[config.mk]
export PLATFORM = sky130hd
export DESIGN_NAME = seq_divider
export DESIGN_NICKNAME = d
export VERILOG_FILES = /design/src/rtl/seq_divider_pkg.sv /design/src/rtl/seq_divider_div_step.sv /design/src/rtl/seq_divider.sv
export SDC_FILE = /design/constraint.sdc
export NUM_CORES = 1
export LEC_CHECK = 0
export CAP_MARGIN = 15
export CORE_MARGIN = 8
export CORE_UTILIZATION = 46
export CTS_BUF_LIST = sky130_fd_sc_hd__clkbuf_16
export DETAILED_ROUTE_END_ITERATION = 8
export HOLD_SLACK_MARGIN = 0.1
export PLACE_DENSITY_LB_ADDON = 0.12
export SLEW_MARGIN = 20
export SYNTH_ARGS = -nofsm -noshare
export SYNTH_HDL_FRONTEND = slang
export SYNTH_HIERARCHICAL = 1
export SYNTH_SLANG_ARGS = --single-unit
[constraint.sdc]
create_clock -name clk_i -period 4.85 [get_ports clk_i]
set_input_delay 0.485 -clock clk_i [delete_from_list [all_inputs] [get_ports clk_i]]
set_output_delay 0.485 -clock clk_i [all_outputs]
set_load 0.05 [all_outputs]
[src/rtl/seq_divider_pkg.sv]
// rtl/seq_divider_pkg.sv - shared types and sizing helpers for the sequential divider
package seq_divider_pkg;

  typedef enum logic [1:0] {
    IDLE = 2'd0,
    CALC = 2'd1,
    DONE = 2'd2
  } state_t;

  localparam int DEF_DIVIDEND_W = 8;
  localparam int DEF_DIVISOR_W  = 4;

  // Step counter width; never narrower than one bit so degenerate widths still elaborate
  function automatic int cnt_width(input int w);
    return (w > 1) ? $clog2(w) : 1;
  endfunction

  localparam int DEF_CNT_W = cnt_width(DEF_DIVIDEND_W);

endpackage

[src/rtl/seq_divider_div_step.sv]
// rtl/seq_divider_div_step.sv - one combinational restoring-division step
module div_step #(
  parameter int W = 4
) (
  input  logic [W-1:0] partial,
  input  logic         din,
  input  logic [W-1:0] divisor,
  output logic [W-1:0] new_partial,
  output logic         q_bit
);

  logic [W:0] p;

  // Trial subtraction on the shifted-in partial remainder; the result is always < divisor so W bits suffice
  always_comb begin
    p           = {partial, din};
    q_bit       = (p >= {1'b0, divisor});
    new_partial = W'(q_bit ? (p - {1'b0, divisor}) : p);
  end

endmodule

[src/rtl/seq_divider.sv]
// rtl/seq_divider.sv - iterative unsigned restoring divider, one quotient bit per clock
module seq_divider
  import seq_divider_pkg::*;
#(
  parameter int DIVIDEND_W = DEF_DIVIDEND_W,
  parameter int DIVISOR_W  = DEF_DIVISOR_W
) (
  input  logic                  clk_i,
  input  logic                  rst_ni,
  input  logic                  start_i,
  input  logic [DIVIDEND_W-1:0] a_i,
  input  logic [DIVISOR_W-1:0]  b_i,
  output logic [DIVIDEND_W-1:0] q_o,
  output logic [DIVISOR_W-1:0]  r_o,
  output logic                  busy_o,
  output logic                  done_o,
  output logic                  dbz_o
);

  localparam int CNT_W = cnt_width(DIVIDEND_W);

  state_t                  state_q, state_d;
  logic [DIVIDEND_W-1:0]   shift_q;
  logic [DIVISOR_W-1:0]    partial_q;
  logic [DIVISOR_W-1:0]    divisor_q;
  logic [CNT_W-1:0]        count_q;
  logic [DIVISOR_W-1:0]    step_partial;
  logic                    step_qbit;
  logic                    last_step;
  logic [DIVIDEND_W-1:0]   shift_next;

  assign last_step  = (count_q == '0);
  assign shift_next = {shift_q[DIVIDEND_W-2:0], step_qbit};

  div_step #(
    .W (DIVISOR_W)
  ) u_step (
    .partial     (partial_q),
    .din         (shift_q[DIVIDEND_W-1]),
    .divisor     (divisor_q),
    .new_partial (step_partial),
    .q_bit       (step_qbit)
  );

  // State register
  always_ff @(posedge clk_i or negedge rst_ni) begin
    if (!rst_ni) begin
      state_q <= IDLE;
    end else begin
      state_q <= state_d;
    end
  end

  // Next-state and status decode; a zero divisor skips CALC entirely
  always_comb begin
    state_d = state_q;
    busy_o  = (state_q != IDLE);
    done_o  = (state_q == DONE);
    case (state_q)
      IDLE: if (start_i) state_d = (b_i == '0) ? DONE : CALC;
      CALC: if (last_step) state_d = DONE;
      DONE: state_d = IDLE;
      default: state_d = IDLE;
    endcase
  end

  // Working registers and result registers; results only change on the edge entering DONE
  always_ff @(posedge clk_i or negedge rst_ni) begin
    if (!rst_ni) begin
      shift_q   <= '0;
      partial_q <= '0;
      divisor_q <= '0;
      count_q   <= '0;
      q_o       <= '0;
      r_o       <= '0;
      dbz_o     <= 1'b0;
    end else begin
      case (state_q)
        IDLE: begin
          if (start_i) begin
            shift_q   <= a_i;
            divisor_q <= b_i;
            partial_q <= '0;
            count_q   <= CNT_W'(DIVIDEND_W - 1);
            if (b_i == '0) begin
              q_o   <= '1;
              r_o   <= '0;
              dbz_o <= 1'b1;
            end
          end
        end
        CALC: begin
          partial_q <= step_partial;
          shift_q   <= shift_next;
          if (last_step) begin
            q_o   <= shift_next;
            r_o   <= step_partial;
            dbz_o <= 1'b0;
          end else begin
            count_q <= count_q - CNT_W'(1);
          end
        end
        default: ;
      endcase
    end
  end

endmodule

After elaboration in Yosys (flattened, before gate mapping). Cells that the tools add are included.

Flip-flop bits (word level): 34. Input bits: 15. Word-level logic and storage cells: 51.

$add $sub $neg: 2. $lt $le $gt $ge: 1. Equal/unequal tests: 6. Mux-type cells: 24. Reduce and logical (&&, ||, !) cells: 10.

Operators by type and width (count): two-way mux 8 bit (4); one-hot mux 8 bit (2 select lines) (2); two-way mux 4 bit (5); one-hot mux 4 bit (2 select lines) (2); inequality test 2 bit (second input constant) (4); two-way mux 2 bit (3); two-way mux 3 bit (2); one-hot mux 3 bit (2 select lines) (1); AND reduction 2 bit (3); greater-or-equal comparator 5 x 4 -> 1 bit (1); logical NOT 4 bit (1); one-hot mux 2 bit (2 select lines) (1); AND reduction 4 bit (1); nonzero test 2 bit (2); subtractor 4 bit (1); logical NOT 3 bit (1); two-way mux 1 bit (3); AND reduction 3 bit (1); subtractor 3 x 1 -> 3 bit (second input constant) (1); equality test 2 x 1 -> 1 bit (second input constant) (1); equality test 2 bit (second input constant) (1); logical NOT 2 bit (1); one-hot mux 1 bit (2 select lines) (1).

Logic depth before layout (Yosys ltp). Gate-level depths: netlist of run 1.

Depth after elaboration: 4. Depth in mapped cells: 8. Mapped depth without buffers: 8.

Hierarchy. Netlist of run 1, hierarchy kept.

By module, submodules not included: seq_divider (instances 1, cells each 138, area an instance 1472.7 µm²); div_step (instances 1, cells each 28, area an instance 224.0 µm²).

Worst setup path before layout of run 1. OpenSTA, ideal clock, no wires.

Path type: reg2out. Start: reg state_q[0]. End: out done_o. Arrival time: 1415 ps. Data required time: 4365 ps. Path slack: 2950 ps. Cell stages (with the launch flop): 4. Buffers on the path: 2. Path through: dfrtp_1 > buf_4 > buf_2 > nor2b_1.

Word-level cells in the longest chain between the ends: 1.

Ends and longest elaborated chain: start, declared (line seq_divider.sv:22) `state_t state_q, state_d;`; start signal, assigned (line seq_divider.sv:50) `state_q <= state_d;`; equality test 2 bit (line seq_divider.sv:58) `done_o = (state_q == DONE);`; end, declared (line seq_divider.sv:16) `output logic done_o,`.

No other way between the ends.

Final worst setup path of run 1.
Start: reg state_q[0]. End: out busy_o.

Word-level cells in the longest chain between the ends: 1.

Ends and longest elaborated chain: nonzero test 2 bit (line seq_divider.sv:57) `busy_o = (state_q != IDLE);`; end, declared (line seq_divider.sv:15) `output logic busy_o,`.

No other way between the ends.

==> impl_metrics.toml, run 1 <==
[power]
p_comb_share_pct = 52.4
power_uw = 1725
seq_power_share_pct = 30.7
intPower_uw = 991.6
p_per_area_nw_per_um2 = 801.7
p_switching_uw = 733.7
swShare_pct = 42.53
vdd_drop_max_v = 0.0003538
total_leakage_power_uw = 0.0009613
pwr-share-clk_pct = 16.9

[global_route]
antenna_found_initial = 0
grt_pass1_vias = 1359
grt_max_degree = 35
track_usage_pct = 13.29
grt_pass1_wl_um = 6479
grt_remaining_overflow = 0

[synth]
yosys.cell_types.count = 36
yosys_warnings = 6
synth.net_count = 188
ys_seq_elements = 34
avgSynthCellArea_um2 = 10.22
netlist_area_um2 = 1697
ys_seq_area_share_pct = 50.15
synthCells = 166
yosys_most_used_dff = "dfrtp_1"
synth_edf_count = 0
async_flop_share_pct = 100.0

[drt]
totalWireLength_um = 3579
drc = 0
drt_iter0_markers = 62
avgRoutedWirePerCell_um = 14.55
first_pass_iters = 4
vias_per_cell = 5.289
ant_nets = 0
vias = 1301

[critical_path]
crit_path_end_kind = "output pin"
critical_path_required_ns = 4.37
path_class = "reg -> out"
crit_path_start = "state_q[0]"
cp_max_fo = 20
r2r-start = "partial_q[1]"
reg2reg_setup_slack_ns = 3.05
startpoint_type = "register"
worstPathCellList = "or2_2 -> clkdlybuf4s50_1"
timing.rr.end = "partial_q[2]"
cpMaxStageDelayCell = "clkdlybuf4s50_1"
reg2regPathDepth = 6
endpoint = "busy_o"
max_stage_delay_ns = 0.79
critical_path_arrival_ns = 2.03

[cts]
clk_path_buf_depth = 2
h-tree-depth = 2
cts.sinks = 34
clock_latency_ns = 0.27
holdBufCountCts = 0
post_cts_buffers = 0
cts_tree = "done"
cts_buffers = 5
root_buffer = "clkbuf_16"
clkTransAtPathRegs_ns = 0.05
cts_resized = 0

[cells_and_area]
syn_to_final_growth_pct = 26.84
antenna_cells = 0
multiInputGateArea_um2 = 764.5
seqCellArea_um2 = 850.8
drive_gt1_share_pct = 11.62
n_fill_cell = 327
final_net_count = 219

[timing]
fmax_mhz = 397.3
finalSetupTns_ns = 0
setup_ws_ns = 2.333
rsz0062_at_grt = "no"
fin_crit_ns = 2.517
finalClockSkew_ns = 0.006050
hold_viol_final = 0
final_max_slew_viol_count = 0
worst_slew_pin_slew_ns = 0.6536
timing.final.crit_share_pct = 51.89
setup_violations = 0
slew_headroom_pct = 56.40
hold_ws_ns = 0.4708

[placed_design]
port_buffers = 29
place_hpwl_um = 2686
place_congestion = 0.7523
place_ws_ns = 2.650

[floorplan]
ios = 30
die_w_um = 76.73
core-area_um2 = 3606
initial_core_util_pct = 47.05
dieArea_um2 = 5887
rows = 22
die_h_um = 76.73

[run_status]
status = "completed"

[flow_run]
drv_cap = 0

[worst_hold_path]
hp-class = "reg -> reg"
layout by cell type (no fill, tap or decap), types with 2 or more instances in the layout:
cell / n
a21oi_1: 10
a22o_1: 6
a22oi_1: 10
and2b_1: 2
and3b_1: 2
clkbuf_16: 5
clkdlybuf4s50_1: 29
dfrtp_1: 34
ha_1: 6
inv_1: 12
mux2_2: 5
mux2i_1: 2
nand2_1: 19
nand2_2: 2
nor2_1: 20
nor3_1: 2
o21ai_0: 12
flip-flops by register name (all words and copies together), names as in the netlist:
register,flops
dbz_o,1
state_q,2
partial_q,4
divisor_q,4
r_o,4
shift_q,8
q_o,8
count_q,3
cell usage after synthesis (5+ instances only):
library cell  number  area, um^2
dfrtp_1           34       850.8
nor2_1            20       75.07
nand2_1           19       71.32
o21ai_0           12       60.06
inv_1             11       41.29
a21oi_1           10       50.05
a22oi_1           10       75.07
a22o_1             6       52.55
ha_1               6       75.07
mux2_2             5       56.30
worst max-delay path: cells and delay by family (launching register included):
kind,cells,cell delay (ns)
AND/OR/NAND/NOR,1,0.22
buffers and inverters,1,0.79
flip-flops,1,0.74
worst min-delay path by stage:
stage | start | to | slack, ns | cells after the start
after CTS | dbz_o | dbz_o | 0.48 | 2
final | dbz_o | dbz_o | 0.47 | 2
after global placement | dbz_o | dbz_o | 0.46 | 2
after detailed placement | dbz_o | dbz_o | 0.46 | 2
after floorplan | rst_ni | count_q[0] | 0.19 | 0
after global routing | partial_q[3] | partial_q[3] | 0.51 | 1
layout make-up:
cell class,count,share of cell area [%]
sequential,34,39.53
tap,48,2.791
clock buffer,5,5.814
clock inverter,3,0.5814
multi-input combinational,115,35.52
inverter,11,1.919
timing repair buffer,30,13.84
layer usage:
metal  up-vias  part of all wire, %  GRT usage [%]
met5         -                    0              0
met4         0                 0.50          3.269
met3         3                  6.0          5.828
met2        31                   49          21.75
met1       631                   44          15.52
li1        636                    -              -
cells by family (layout without fill, tap and decap cells):
family / after synthesis / count (layout) / share of synthesized area [%]
simple gates: 57 / 57 / 17.04
mux: 8 / 8 / 5.383
flops: 34 / 34 / 50.15
compound gates: 42 / 42 / 16.52
xor+xnor: 1 / 1 / 0.5163
buf+inv: 17 / 49 / 4.793
fa+ha+maj: 7 / 7 / 5.605
power by group through the flow:
stage	clock network [uW]	registers [uW]	logic [uW]
final	292	529	904
after CTS	298	530	913
after global routing	314	549	999
after global placement	0	526	883
after detailed placement	0	534	907
after floorplan	0	662	549
through the flow:
| stage | util (%) | cells | area (um^2) |
|---|---|---|---|
| after global placement | 55.86 | 238 | 2014 |
| after detailed placement | 55.86 | 238 | 2014 |
| final | 59.68 | 246 | 2152 |
| after CTS | 59.68 | 246 | 2152 |
| after global routing | 59.68 | 246 | 2152 |
| after floorplan | - | 166 | 1697 |
Note: power is estimated with default switching activity, not from simulation.
==> run 2, diff against run 1 <==
==> constraint.sdc (replaced) <==
create_clock -name clk_i -period 2.42 [get_ports clk_i]
set_input_delay 0.242 -clock clk_i [delete_from_list [all_inputs] [get_ports clk_i]]
set_output_delay 0.242 -clock clk_i [all_outputs]
set_load 0.05 [all_outputs]
==> run 2 against run 1 <==
  * Sequential share of layout area fell by 0.72 points
  * Clock power grew 130%
  * Highest routed layer unchanged
  * Hold slack got worse by 0.088 ns
  * Die area is the same
  * Non-clock buffer count is 2 higher
==> impl_metrics.toml, run 2 (same netlist as run 1, synthesis figures left out) <==
[run_status]
status = "completed"

[cells_and_area]
top_regs = "q_o x8, shift_q x8"
final_cell_mix = "dfrtp_1 (34), clkdlybuf4s50_1 (29), nor2_1 (20)"
final_util_pct = 60.79
postLayoutCellArea_um2 = 2192
final_net_count = 221
final_common_cell = "dfrtp_1"
drive_gt1_share_pct = 12.50
syn_to_final_growth_pct = 29.20
antenna_cells = 0

[global_route]
antenna_found_initial = 0
grt_pass1_wl_um = 6644
track_usage_pct = 13.76
grt_max_degree = 35
grt_remaining_overflow = 0
grt_pass1_vias = 1398

[power]
p_per_area_nw_per_um2 = 1637
total_leakage_power_uw = 0.0009853
power_uw = 3588
vdd_drop_max_v = 0.0007026

[critical_path]
cp_max_fo = 3
crit_path_end_kind = "output pin"
critical_path_required_ns = 2.18
reg2regPathDepth = 6
r2r-start = "partial_q[1]"
timing.rr.end = "partial_q[2]"
path_class = "reg -> out"
critical_path_arrival_ns = 1.66
reg2reg_setup_slack_ns = 0.60
startpoint_type = "register"

[drt]
vias = 1314
drc = 0
avgRoutedWirePerCell_um = 14.91
vias_per_cell = 5.298
drt_iter0_markers = 79
ant_nets = 0
first_pass_iters = 5
totalWireLength_um = 3698

[placed_design]
place_congestion = 0.7500
place_hpwl_um = 2745
placedInstanceArea_um2 = 2029
place_ws_ns = 0.6005
port_buffers = 29

[timing]
fin_crit_ns = 1.906
setup_ws_ns = 0.5136
setup_violations = 0
finalClockSkew_ns = 0.004001
worst_slew_pin_slew_ns = 0.6518
slew_headroom_pct = 56.52
final_max_slew_viol_count = 0
fmax_mhz = 524.6
hold_viol_final = 0
rsz0062_at_grt = "no"
timing.final.crit_share_pct = 78.78
finalSetupTns_ns = 0

[cts]
post_cts_buffers = 0
clkTransAtPathRegs_ns = 0.05
clock_latency_ns = 0.27
clk_path_buf_depth = 2
h-tree-depth = 2
holdBufCountCts = 0
cts_buffers = 5
cts_resized = 0
cts.sinks = 34
root_buffer = "clkbuf_16"
cts_tree = "done"

[floorplan]
core-area_um2 = 3606
die_h_um = 76.73
initial_core_util_pct = 47.05
die_w_um = 76.73
ios = 30
dieArea_um2 = 5887
rows = 22

[worst_hold_path]
hp-class = "in -> async"

[flow_run]
drv_cap = 0
run 2: area by class of cell:
cell class,instances,area (um^2)
Clock buffer,5,125.1
Clock inverter,3,37.54
Fill cell,318,1414
Inverter,11,41.29
Multi-Input combinational cell,115,764.5
Sequential cell,34,850.8
Tap cell,48,60.06
Timing Repair Buffer,32,312.8
run 2: per-stage QoR:
step | hold WS [ns] | instances
3_3_place_gp | 0.4595 | 240
6_report | 0.3832 | 248
5_1_grt | 0.4313 | 248
2_1_floorplan | -0.05359 | 166
4_1_cts | 0.4054 | 248
3_5_place_dp | 0.4735 | 240
run 2: how the worst max path moves through the flow:
| stage | endpoint | cells after the start | start | slack [ns] |
|---|---|---|---|---|
| after floorplan | partial_q[2] | 6 | partial_q[1] | 0.72 |
| after global placement | partial_q[2] | 6 | partial_q[1] | 0.69 |
| after detailed placement | partial_q[2] | 6 | partial_q[1] | 0.60 |
| after CTS | busy_o | 2 | state_q[1] | 0.50 |
| after global routing | busy_o | 2 | state_q[1] | 0.47 |
| final | busy_o | 2 | state_q[1] | 0.51 |
run 2: critical path: stages, from the launching register on:
cell and delay, ns:
dfrtp_1 0.40, or2_2 0.29, clkdlybuf4s50_1 0.71
run 2: where the power goes:
part / internal (uW) / switching [uW]
combinational: 786 / 1100
sequential: 844 / 180
clock: 477 / 204
run 2: metal layers:
layer  vias to the layer above  GRT usage, %  wire (um)
met5                         -             0          0
met4                         0         5.769         23
met3                         2         4.662        217
met2                        30         22.68       1852
met1                       649         15.88       1604
li1                        633             -          -
